**src/rtl/lcd_port_arbiter_if.sv**
```systemverilog
// Requester-side bundle for lcd_port_arbiter: one command port and one pixel port.
// Handshake: a transfer happens on a rising clk edge where valid & ready are both 1;
// the requester keeps valid and its payload stable until that edge, ready may depend
// combinationally on valid, and the done outputs are single-cycle registered pulses.
interface lcd_port_arbiter_if;
  logic        cmd_valid;
  logic [7:0]  cmd_data;
  logic        cmd_dcx;
  logic        cmd_ready;
  logic        cmd_done;
  logic        pix_valid;
  logic [15:0] pix_data;
  logic        pix_last;
  logic        pix_ready;
  logic        pix_done;

  modport master (
    output cmd_valid, cmd_data, cmd_dcx,
    input  cmd_ready, cmd_done,
    output pix_valid, pix_data, pix_last,
    input  pix_ready, pix_done
  );

  modport slave (
    input  cmd_valid, cmd_data, cmd_dcx,
    output cmd_ready, cmd_done,
    input  pix_valid, pix_data, pix_last,
    output pix_ready, pix_done
  );
endinterface

```
**src/rtl/lcd_port_arbiter.sv**
```systemverilog
// Shares one byte-wide LCD driver between a command port (single bytes) and a pixel
// port (RGB565 words sent high byte first, optionally prefixed by a RAMWR header).
// Once a pixel burst starts, the driver stays locked to the pixel port until the
// word flagged last has been fully sent.
module lcd_port_arbiter #(
  parameter bit         RAMWR_AUTO = 1'b1,
  parameter logic [7:0] RAMWR_BYTE = 8'h2C
) (
  input  logic                clk,
  input  logic                rst,
  lcd_port_arbiter_if.slave   bus,
  output logic [16:0]         burst_words,
  output logic                busy,
  output logic [7:0]          lcd_data_in,
  output logic                lcd_data_dcx,
  output logic                lcd_start,
  input  logic                lcd_done,
  output logic [2:0]          state_dbg
);

  typedef enum logic [2:0] {
    S_IDLE     = 3'd0,
    S_CMD_WAIT = 3'd1,
    S_HDR_WAIT = 3'd2,
    S_HI_WAIT  = 3'd3,
    S_LO_WAIT  = 3'd4,
    S_PIX_NEXT = 3'd5
  } state_e;

  state_e      state_q, state_d;
  logic [15:0] word_q, word_d;
  logic        last_q, last_d;
  logic [16:0] word_cnt_q, word_cnt_d;
  logic [16:0] burst_words_q, burst_words_d;
  logic [7:0]  lcd_data_q, lcd_data_d;
  logic        lcd_dcx_q, lcd_dcx_d;
  logic        lcd_start_q, lcd_start_d;
  logic        cmd_done_q, cmd_done_d;
  logic        pix_done_q, pix_done_d;

  logic        cmd_ready_c;
  logic        pix_ready_c;
  logic        cmd_acc;
  logic        pix_acc;
  logic        done_ok;
  logic [16:0] cnt_inc;

  // A done coinciding with our own start pulse belongs to the previous byte, so drop it.
  assign done_ok = lcd_done & ~lcd_start_q;
  assign cmd_acc = bus.cmd_valid & cmd_ready_c;
  assign pix_acc = bus.pix_valid & pix_ready_c;
  assign cnt_inc = (word_cnt_q == 17'h1FFFF) ? word_cnt_q : word_cnt_q + 17'd1;

  // State and datapath registers; reset drops any latched word and the burst lock.
  always_ff @(posedge clk) begin
    if (rst) begin
      state_q       <= S_IDLE;
      word_q        <= 16'h0000;
      last_q        <= 1'b0;
      word_cnt_q    <= 17'd0;
      burst_words_q <= 17'd0;
      lcd_data_q    <= 8'h00;
      lcd_dcx_q     <= 1'b0;
      lcd_start_q   <= 1'b0;
      cmd_done_q    <= 1'b0;
      pix_done_q    <= 1'b0;
    end else begin
      state_q       <= state_d;
      word_q        <= word_d;
      last_q        <= last_d;
      word_cnt_q    <= word_cnt_d;
      burst_words_q <= burst_words_d;
      lcd_data_q    <= lcd_data_d;
      lcd_dcx_q     <= lcd_dcx_d;
      lcd_start_q   <= lcd_start_d;
      cmd_done_q    <= cmd_done_d;
      pix_done_q    <= pix_done_d;
    end
  end

  // Next-state: command wins in IDLE, pixel burst holds the driver until its last word.
  always_comb begin
    state_d = state_q;
    case (state_q)
      S_IDLE: begin
        if (cmd_acc)      state_d = S_CMD_WAIT;
        else if (pix_acc) state_d = RAMWR_AUTO ? S_HDR_WAIT : S_HI_WAIT;
      end
      S_CMD_WAIT: if (done_ok) state_d = S_IDLE;
      S_HDR_WAIT: if (done_ok) state_d = S_HI_WAIT;
      S_HI_WAIT:  if (done_ok) state_d = S_LO_WAIT;
      S_LO_WAIT:  if (done_ok) state_d = last_q ? S_IDLE : S_PIX_NEXT;
      S_PIX_NEXT: if (pix_acc) state_d = S_HI_WAIT;
      default:    state_d = S_IDLE;
    endcase
  end

  // Outputs: ready decode plus the byte issued to the driver on each transition.
  always_comb begin
    cmd_ready_c   = (state_q == S_IDLE);
    pix_ready_c   = ((state_q == S_IDLE) & ~bus.cmd_valid) | (state_q == S_PIX_NEXT);
    word_d        = word_q;
    last_d        = last_q;
    word_cnt_d    = word_cnt_q;
    burst_words_d = burst_words_q;
    lcd_data_d    = lcd_data_q;
    lcd_dcx_d     = lcd_dcx_q;
    lcd_start_d   = 1'b0;
    cmd_done_d    = 1'b0;
    pix_done_d    = 1'b0;
    case (state_q)
      S_IDLE: begin
        if (cmd_acc) begin
          lcd_data_d  = bus.cmd_data;
          lcd_dcx_d   = bus.cmd_dcx;
          lcd_start_d = 1'b1;
        end else if (pix_acc) begin
          word_d      = bus.pix_data;
          last_d      = bus.pix_last;
          word_cnt_d  = 17'd0;
          lcd_start_d = 1'b1;
          if (RAMWR_AUTO) begin
            lcd_data_d = RAMWR_BYTE;
            lcd_dcx_d  = 1'b0;
          end else begin
            lcd_data_d = bus.pix_data[15:8];
            lcd_dcx_d  = 1'b1;
          end
        end
      end
      S_CMD_WAIT: begin
        if (done_ok) cmd_done_d = 1'b1;
      end
      S_HDR_WAIT: begin
        if (done_ok) begin
          lcd_data_d  = word_q[15:8];
          lcd_dcx_d   = 1'b1;
          lcd_start_d = 1'b1;
        end
      end
      S_HI_WAIT: begin
        if (done_ok) begin
          lcd_data_d  = word_q[7:0];
          lcd_dcx_d   = 1'b1;
          lcd_start_d = 1'b1;
        end
      end
      S_LO_WAIT: begin
        if (done_ok) begin
          word_cnt_d = cnt_inc;
          if (last_q) begin
            burst_words_d = cnt_inc;
            pix_done_d    = 1'b1;
          end
        end
      end
      S_PIX_NEXT: begin
        if (pix_acc) begin
          word_d      = bus.pix_data;
          last_d      = bus.pix_last;
          lcd_data_d  = bus.pix_data[15:8];
          lcd_dcx_d   = 1'b1;
          lcd_start_d = 1'b1;
        end
      end
      default: ;
    endcase
  end

  assign bus.cmd_ready = cmd_ready_c;
  assign bus.pix_ready = pix_ready_c;
  assign bus.cmd_done  = cmd_done_q;
  assign bus.pix_done  = pix_done_q;
  assign burst_words   = burst_words_q;
  assign busy          = (state_q != S_IDLE);
  assign lcd_data_in   = lcd_data_q;
  assign lcd_data_dcx  = lcd_dcx_q;
  assign lcd_start     = lcd_start_q;
  assign state_dbg     = state_q;

endmodule

```
**src/flat_wrapper.sv**
```systemverilog
// flat-port wrapper written by rule: the top's interface ports become plain ports
module lcd_port_arbiter_flat 
#(
  parameter bit         RAMWR_AUTO = 1'b1,
  parameter logic [7:0] RAMWR_BYTE = 8'h2C
)
  (clk, rst, burst_words, busy, lcd_data_in, lcd_data_dcx, lcd_start, lcd_done, state_dbg, bus_cmd_valid, bus_cmd_data, bus_cmd_dcx, bus_cmd_ready, bus_cmd_done, bus_pix_valid, bus_pix_data, bus_pix_last, bus_pix_ready, bus_pix_done);
  lcd_port_arbiter_if bus_i ();
  input  logic clk;
  input  logic rst;
  output logic [16:0] burst_words;
  output logic busy;
  output logic [7:0] lcd_data_in;
  output logic lcd_data_dcx;
  output logic lcd_start;
  input  logic lcd_done;
  output logic [2:0] state_dbg;
  input wire logic [$bits(bus_i.cmd_valid)-1:0] bus_cmd_valid;
  input wire logic [$bits(bus_i.cmd_data)-1:0] bus_cmd_data;
  input wire logic [$bits(bus_i.cmd_dcx)-1:0] bus_cmd_dcx;
  output wire logic [$bits(bus_i.cmd_ready)-1:0] bus_cmd_ready;
  output wire logic [$bits(bus_i.cmd_done)-1:0] bus_cmd_done;
  input wire logic [$bits(bus_i.pix_valid)-1:0] bus_pix_valid;
  input wire logic [$bits(bus_i.pix_data)-1:0] bus_pix_data;
  input wire logic [$bits(bus_i.pix_last)-1:0] bus_pix_last;
  output wire logic [$bits(bus_i.pix_ready)-1:0] bus_pix_ready;
  output wire logic [$bits(bus_i.pix_done)-1:0] bus_pix_done;
  assign bus_i.cmd_valid = bus_cmd_valid;
  assign bus_i.cmd_data = bus_cmd_data;
  assign bus_i.cmd_dcx = bus_cmd_dcx;
  assign bus_cmd_ready = bus_i.cmd_ready;
  assign bus_cmd_done = bus_i.cmd_done;
  assign bus_i.pix_valid = bus_pix_valid;
  assign bus_i.pix_data = bus_pix_data;
  assign bus_i.pix_last = bus_pix_last;
  assign bus_pix_ready = bus_i.pix_ready;
  assign bus_pix_done = bus_i.pix_done;
  lcd_port_arbiter #(.RAMWR_AUTO(RAMWR_AUTO), .RAMWR_BYTE(RAMWR_BYTE)) u_core (.clk(clk), .rst(rst), .bus(bus_i), .burst_words(burst_words), .busy(busy), .lcd_data_in(lcd_data_in), .lcd_data_dcx(lcd_data_dcx), .lcd_start(lcd_start), .lcd_done(lcd_done), .state_dbg(state_dbg));
endmodule
```
**config.mk**
```make
export PLATFORM = sky130hd
export DESIGN_NAME = lcd_port_arbiter_flat
export DESIGN_NICKNAME = d
export VERILOG_FILES = /design/src/rtl/lcd_port_arbiter_if.sv /design/src/rtl/lcd_port_arbiter.sv /design/src/flat_wrapper.sv
export SDC_FILE = /design/constraint.sdc
export NUM_CORES = 1
export LEC_CHECK = 0
export BUFFER_PORTS_ARGS = -buffer_cell sky130_fd_sc_hd__buf_2
export CAP_MARGIN = 20
export CELL_PAD_IN_SITES_DETAIL_PLACEMENT = 0
export CELL_PAD_IN_SITES_GLOBAL_PLACEMENT = 1
export CORE_MARGIN = 2
export CORE_UTILIZATION = 44
export CTS_CLUSTER_SIZE = 8
export DETAILED_ROUTE_END_ITERATION = 12
export PLACE_DENSITY = 0.83
export SLEW_MARGIN = 15
export SYNTH_ARGS = -nofsm -noshare
export SYNTH_HDL_FRONTEND = slang
export SYNTH_SLANG_ARGS = --single-unit
export TNS_END_PERCENT = 5
```
**constraint.sdc**
```tcl
create_clock -name clk -period 5 [get_ports clk]
set_clock_uncertainty 0.05 [all_clocks]
set_input_delay 0.75 -clock clk [delete_from_list [all_inputs] [get_ports clk]]
set_output_delay 0.75 -clock clk [all_outputs]
set_load 0.005 [all_outputs]
```
==> results of run 1 <==
[report_power, final]
group | switching [mW] | internal, mW
Clock | 0.203 | 0.191
Combinational | 0.0922 | 0.0760
Sequential | 0.0273 | 0.552
[cell families after synthesis]
group                      after synthesis
and+or+nand+nor                        133
AOI/OAI and AO/OA                      105
DFF                                     66
buffers and inverters                   36
muxes                                   25
xor gates and xnor gates                11
adders and majority gates                1
[cell usage after synthesis (2+ instances only)]
library cell,number
sky130_fd_sc_hd__nand4_1,5
sky130_fd_sc_hd__mux2_2,7
sky130_fd_sc_hd__xor2_1,4
sky130_fd_sc_hd__nand3_2,2
sky130_fd_sc_hd__nor2_1,51
sky130_fd_sc_hd__a31oi_1,13
sky130_fd_sc_hd__o311ai_0,2
sky130_fd_sc_hd__a211oi_1,15
sky130_fd_sc_hd__and4_1,2
sky130_fd_sc_hd__o31ai_1,2
sky130_fd_sc_hd__mux2i_1,18
sky130_fd_sc_hd__and3_4,2
sky130_fd_sc_hd__a211oi_2,2
sky130_fd_sc_hd__a32oi_1,2
sky130_fd_sc_hd__nand2b_1,4
sky130_fd_sc_hd__and2_4,2
sky130_fd_sc_hd__o211ai_1,3
sky130_fd_sc_hd__a311oi_1,4
sky130_fd_sc_hd__o22ai_1,3
sky130_fd_sc_hd__clkbuf_2,2
sky130_fd_sc_hd__xnor2_1,7
sky130_fd_sc_hd__and3_1,5
sky130_fd_sc_hd__inv_1,7
sky130_fd_sc_hd__or2_2,2
sky130_fd_sc_hd__a22oi_1,2
sky130_fd_sc_hd__buf_2,12
sky130_fd_sc_hd__buf_4,2
sky130_fd_sc_hd__a222oi_1,5
sky130_fd_sc_hd__nor2b_1,3
sky130_fd_sc_hd__a21o_1,4
sky130_fd_sc_hd__a21oi_2,2
sky130_fd_sc_hd__a41oi_1,2
sky130_fd_sc_hd__dfxtp_1,66
sky130_fd_sc_hd__clkbuf_1,9
sky130_fd_sc_hd__a21oi_1,21
sky130_fd_sc_hd__nand2_1,30
sky130_fd_sc_hd__buf_12,2
sky130_fd_sc_hd__nor2_2,2
sky130_fd_sc_hd__o21ai_0,11
sky130_fd_sc_hd__nand3_1,7
sky130_fd_sc_hd__nor3_1,5
[routing by layer]
layer	GRT usage	vias to the layer above
met1	0.297	1404
met5	0	-
met3	0.0349	11
li1	-	1482
met2	0.283	69
met4	0.0833	0
[worst paths after layout]
kind / from / to / slack (ns) / depth (start not counted)
max: lcd_done / u_core.burst_words[4] / 2.38 / 6
min: u_core.lcd_data_dcx / u_core.lcd_data_dcx / 0.41 / 2
max reg2reg: u_core.state_dbg[0] / u_core.burst_words[4] / 2.47 / 5
min reg2reg: u_core.lcd_data_dcx / u_core.lcd_data_dcx / 0.41 / 2
[per-stage QoR]
step | total power [mW] | std cells | utilization
after CTS | 1.15 | 529 | 0.519
after detailed placement | 0.759 | 513 | 0.496
after global routing | 1.20 | 529 | 0.519
after floorplan | 0.708 | 377 | -
after global placement | 0.756 | 513 | 0.496
final | 1.14 | 529 | 0.519
[sequential cells by signal, summed over array words and instances (netlist names)]
name,cells
u_core.word_cnt_q,17
u_core.lcd_data_in,8
u_core.lcd_data_dcx,1
u_core.bus.cmd_done,1
u_core.bus.pix_done,1
u_core.burst_words,17
u_core.last_q,1
u_core.lcd_start,1
u_core.word_q,16
u_core.state_dbg,3
[worst reg2reg max path, stage by stage, from the launching register on]
cell and delay [ns]:
sky130_fd_sc_hd__dfxtp_1 0.57, sky130_fd_sc_hd__nor2_2 0.38, sky130_fd_sc_hd__and4_1 0.93, sky130_fd_sc_hd__o21ai_0 0.22, sky130_fd_sc_hd__a21oi_1 0.17, sky130_fd_sc_hd__nor3_1 0.06
[final cells by class]
class                   count  area share
inverters                   7     0.00694
well taps                  99      0.0327
flip-flops and latches     66       0.349
clock buffers              11      0.0373
multi-input cells         275       0.478
repair buffers             66      0.0879
clock inverters             5     0.00793
==> reports/results.tsv, run 1 <==
metric	value	unit
timing.slew.headroom	0.312	
cts_tree	yes	
cts.clk_slew.worst_paths	0.07	ns
layout.nets	457	
postLayoutCellArea	3790	µm²
portBuffers	65	
tritoncts_num_sinks	66	
initial_core_utilization	0.457	
drt_pre_antenna_iters	7	
grt_pass1_wl	13.5	mm
wl_per_cell	14.9	µm
dpl_cell_area	3620	µm²
dominant_combinational_cell_family_by_area_after_synthesis	compound AO/OA/AOI/OAI gates	
clk_latency	0.35	ns
synthesis.area	3330	µm²
drt-met1-wl	3.88	mm
tritoncts.num_buffers	9	
timing.final.hold_violations	0	
p_r_area_growth_vs_syn	13.6	%
synth-warning-count	0	
drt_wl_total	7.88	mm
met3_wire_length	378	µm
hpwl	5.43	mm
synth.yosys.seq_area_share	0.396	
yosys.area_share.adder	0.00375	
synth.mux.area_fraction	0.0777	
globalplace.congestion	0.810	
cts_resized	0	
timing.critical_path.slowest_cell_delay	0.97	ns
synth.largest_area_cell	sky130_fd_sc_hd__dfxtp_1	
max_cap_viol	0	
grt_util_all_layers	0.200	
critical_path_buf_inv_count	1	
area_of_combinational_cells_with_multiple_inputs	1810	µm²
worst_hold_path_type	register to register	
htreeDepth	3	
launching_element_type_of_the_critical_path	input pin	
synth-edff-count	0	
post-route-worst-setup-slack	2.38	ns
clock_tree.root_cell	sky130_fd_sc_hd__clkbuf_8	
end_kind	register	
core.rowCount	31	
avgViaCountPerCell	5.61	
rsz0062_at_grt	false	
share_of_synthesized_cell_area_in_and_or_nand_and_nor_gates	0.202	
ys_types	67	
drive_gt1_frac	0.260	
worst-path-max-fanout	29	
postRouteAntennaNets	0	
cpLargestDelayFamily	simple AND/OR/NAND/NOR gates	
critical_path.cell_chain	buf_2, nor2b_1, and4_1, o21ai_0, a21oi_1, nor3_1	
antennaDiodeCount	0	
area_fraction_of_the_dominant_cell_type_after_synthesis	0.396	
netlist_instances	377	
route.vias.total	2966	
finalSetupViolations	0	
via_count_of_the_first_global_routing_pass	2709	
core-area	7290	µm²
min_period	2.62	ns
die_area	8290	µm²
postSynthNetCount	409	
cts.hold.buffers_added	0	
run_status	finished clean	
grt_remaining_overflow	0	
routed-wl-met2	3.48	mm
netlist_top_cells_area	sky130_fd_sc_hd__dfxtp_1, sky130_fd_sc_hd__nor2_1, sky130_fd_sc_hd__mux2i_1	
crit_required	5.14	ns
final_cell_mix	sky130_fd_sc_hd__dfxtp_1, sky130_fd_sc_hd__buf_2, sky130_fd_sc_hd__nor2_1, sky130_fd_sc_hd__nand2_1, sky130_fd_sc_hd__a21oi_1	
top_level_ports	66	
grt_antenna_before_repair	0	
grt_start_max_net_pins	57	
static_leakage	1.46	nW
path_class	input pin to register	
async_reset_ff_frac	0	
synth-compound-area-share	0.231	
sequential_cell_area	1320	µm²
drc_errors	0	
tightest_slew	1.03	ns
final_common_cell	sky130_fd_sc_hd__dfxtp_1	
vdd_drop_max	0.000113	V
synth-seq-cells	66	
pre_cts_ws	2.05	ns
synth.avg_cell_area	8.84	µm²
worst_path_max_delay_cell	sky130_fd_sc_hd__and4_1	
share_of_the_clock_period_used_by_the_worst_path	0.524	
arrival	2.76	ns
die_h	91.0	µm
drv_slew	0	
achievable-frequency	382	MHz
first_iter_violations	181	
dr.max_layer_used	met4	
post_cts.repair.setup_buffers	0	
setup_total_negative_slack	0	ns
synth-xor-area-share	0.0289	
final.fill_count	745	
power_per_cell_area	301	nW/µm²
die_w	91.0	µm
synth-main-ff-cell	sky130_fd_sc_hd__dfxtp_1	
cts-root-to-sink-buffers	2	
fin_hold_ws	0.408	ns
Note: power is estimated with default switching activity, not from simulation.
==> run 2: changes to the inputs <==
--- a/config.mk
+++ b/config.mk
@@ -10,10 +10,10 @@
 export CELL_PAD_IN_SITES_DETAIL_PLACEMENT = 0
 export CELL_PAD_IN_SITES_GLOBAL_PLACEMENT = 1
 export CORE_MARGIN = 2
-export CORE_UTILIZATION = 44
+export CORE_UTILIZATION = 37
 export CTS_CLUSTER_SIZE = 8
 export DETAILED_ROUTE_END_ITERATION = 12
-export PLACE_DENSITY = 0.83
+export PLACE_DENSITY = 0.74
 export SLEW_MARGIN = 15
 export SYNTH_ARGS = -nofsm -noshare
 export SYNTH_HDL_FRONTEND = slang
==> constraint.sdc (replaced) <==
create_clock -name clk -period 2.3 [get_ports clk]
set_clock_uncertainty 0.05 [all_clocks]
set_input_delay 0.345 -clock clk [delete_from_list [all_inputs] [get_ports clk]]
set_output_delay 0.345 -clock clk [all_outputs]
set_load 0.005 [all_outputs]
==> reports/results.tsv, run 2 (synthesis gave the netlist of run 1 again) <==
metric	value	unit	change
path_class	register to register		
cts-root-to-sink-buffers	2		unchanged
share_of_the_clock_period_used_by_the_worst_path	0.906		
cts_resized	0		unchanged
worst_hold_path_type	input pin to register		
drt_pre_antenna_iters	4		-3
timing.final.hold_violations	0		unchanged
post_cts.repair.setup_buffers	0		unchanged
timing.slew.headroom	0.629		+0.318
run_status	finished clean		
grt_start_max_net_pins	41		-28%
hpwl	5.87	mm	+8.1%
drv_slew	0		unchanged
finalSetupViolations	0		unchanged
launching_element_type_of_the_critical_path	register		
worst_path_max_delay_cell	sky130_fd_sc_hd__a2111oi_4		
core.rowCount	34		+9.7%
power_per_cell_area	695	nW/µm²	+130%
end_kind	register		
drc_errors	0		unchanged
antennaDiodeCount	0		unchanged
layout.nets	467		+2.2%
min_period	2.08	ns	
clk_latency	0.33	ns	-0.02 ns
final.fill_count	871		+17%
post-route-worst-setup-slack	0.216	ns	-2.16 ns
clock_power_share	0.397		+0.052
final_cell_mix	sky130_fd_sc_hd__dfxtp_1, sky130_fd_sc_hd__buf_2, sky130_fd_sc_hd__nor2_1, sky130_fd_sc_hd__nand2_1, sky130_fd_sc_hd__a21oi_1		
tritoncts_num_sinks	66		unchanged
power.combinational.fraction	0.146		about the same
core-area	8720	µm²	+20%
die_area	9780	µm²	+18%
drive_gt1_frac	0.273		+0.0129
final_common_cell	sky130_fd_sc_hd__dfxtp_1		
avgViaCountPerCell	5.41		-3.5%
vdd_drop_max	0.000329	V	+190%
critical_path.cell_chain	ha_1, nand3_2, a2111oi_4, and3_4, xnor2_1, a211oi_2		
drt_wl_total	8.27	mm	+4.9%
grt_util_all_layers	0.174		-0.0254
critical_path_buf_inv_count	0		-1
grt_antenna_before_repair	0		unchanged
tritoncts.num_buffers	9		unchanged
die_w	98.9	µm	+8.7%
part_of_the_total_power_dissipated_in_sequential_elements	0.457		-0.050
tightest_slew	0.555	ns	-0.477 ns
top_level_ports	66		unchanged
power.share.switching	0.251		-0.0319
rsz0062_at_grt	false		
static_leakage	1.53	nW	+5.4%
power_report.internal_total	2.05	mW	+150%
crit_required	2.50	ns	-2.64 ns
postRouteAntennaNets	0		unchanged
p_r_area_growth_vs_syn	18.0	%	
setup_total_negative_slack	0	ns	unchanged
cts.clk_slew.worst_paths	0.07	ns	about the same
timing.critical_path.slowest_cell_delay	0.49	ns	-0.48 ns
globalplace.congestion	0.866		+6.9%
finish.utilization	0.451		-0.0683
wl_per_cell	15.1	µm	+1.5%
arrival	2.29	ns	-0.47 ns
grt_pass1_wl	13.9	mm	+3.3%
max_cap_viol	0		unchanged
clock_tree.root_cell	sky130_fd_sc_hd__clkbuf_8		
cts_tree	yes		
route.vias.total	2959		-0.24%
portBuffers	65		unchanged
first_iter_violations	139		-23%
achievable-frequency	480	MHz	
htreeDepth	3		unchanged
die_h	98.9	µm	+8.7%
cts.hold.buffers_added	0		unchanged
cpLargestDelayFamily	compound AO/OA/AOI/OAI gates		
worst-path-max-fanout	7		-76%
pre_cts_ws	0.268	ns	-1.79 ns
initial_core_utilization	0.382		-0.0749
via_count_of_the_first_global_routing_pass	2819		+4.1%
grt_remaining_overflow	0		unchanged
netSwitchingPower	0.686	mW	+110%
-- run 2: cell count changes in the layout (fill, tap and decap cells not counted), sizes merged --
cell / previous run / this run
clkinvlp: 2 / 0
buf: 66 / 76
clkbuf: 11 / 13
bufinv: 0 / 2
clkinv: 3 / 0
-- run 2: layout make-up --
| type | count | area, µm² | area share |
|---|---|---|---|
| clock inverters | 2 | 60.1 | 0.0153 |
| clock buffers | 13 | 159 | 0.0404 |
| well taps | 108 | 135 | 0.0344 |
| inverters | 7 | 26.3 | 0.00668 |
| flip-flops and latches | 66 | 1320 | 0.336 |
| repair buffers | 76 | 420 | 0.107 |
| multi-input cells | 275 | 1810 | 0.461 |
-- run 2: path summary, 6_finish.rpt --
path / start / end / slack (ns) / depth (start not counted)
worst max-delay path: u_core.word_cnt_q[0] / u_core.burst_words[14] / 0.22 / 6
worst min-delay path: bus_pix_data[1] / u_core.word_q[1] / 0.20 / 3
worst max register to register: u_core.word_cnt_q[0] / u_core.burst_words[14] / 0.22 / 6
worst min register to register: u_core.burst_words[8] / u_core.burst_words[8] / 0.40 / 2
-- run 2: power by group through the flow --
| stage | combinational, mW | clock (mW) | sequential [mW] |
|---|---|---|---|
| 2_1_floorplan | 0.282 | 0 | 1.26 |
| 3_3_place_gp | 0.401 | 0 | 1.27 |
| 3_5_place_dp | 0.407 | 0 | 1.27 |
| 4_1_cts | 0.407 | 1.11 | 1.25 |
| 5_1_grt | 0.447 | 1.17 | 1.26 |
| 6_report | 0.400 | 1.09 | 1.25 |
-- run 2: worst register-to-register path, delay by kind of cell (launching register included) --
kind	cells	cell delay, ns
adder cells (fa/ha/maj)	1	0.33
AO/OA/AOI/OAI	2	0.69
flip-flops	1	0.42
XOR/XNOR	1	0.07
AND/OR/NAND/NOR	2	0.44
-- run 2: layer usage --
layer	GRT usage	up-vias	wire, µm
li1	-	1493	-
met1	0.238	1408	4000
met2	0.277	51	3860
met3	0.0426	7	323
met4	0.0443	0	85
met5	0	-	0
-- run 2: metrics by stage --
step           hold slack, ns  power (mW)  area, µm²  cells
4_1_cts                 0.186        2.77       3930    547
3_5_place_dp            0.393        1.68       3710    532
6_report                0.201        2.73       3930    547
3_3_place_gp            0.387        1.67       3710    532
2_1_floorplan           0.398        1.54       3330    377
5_1_grt                 0.191        2.87       3930    547
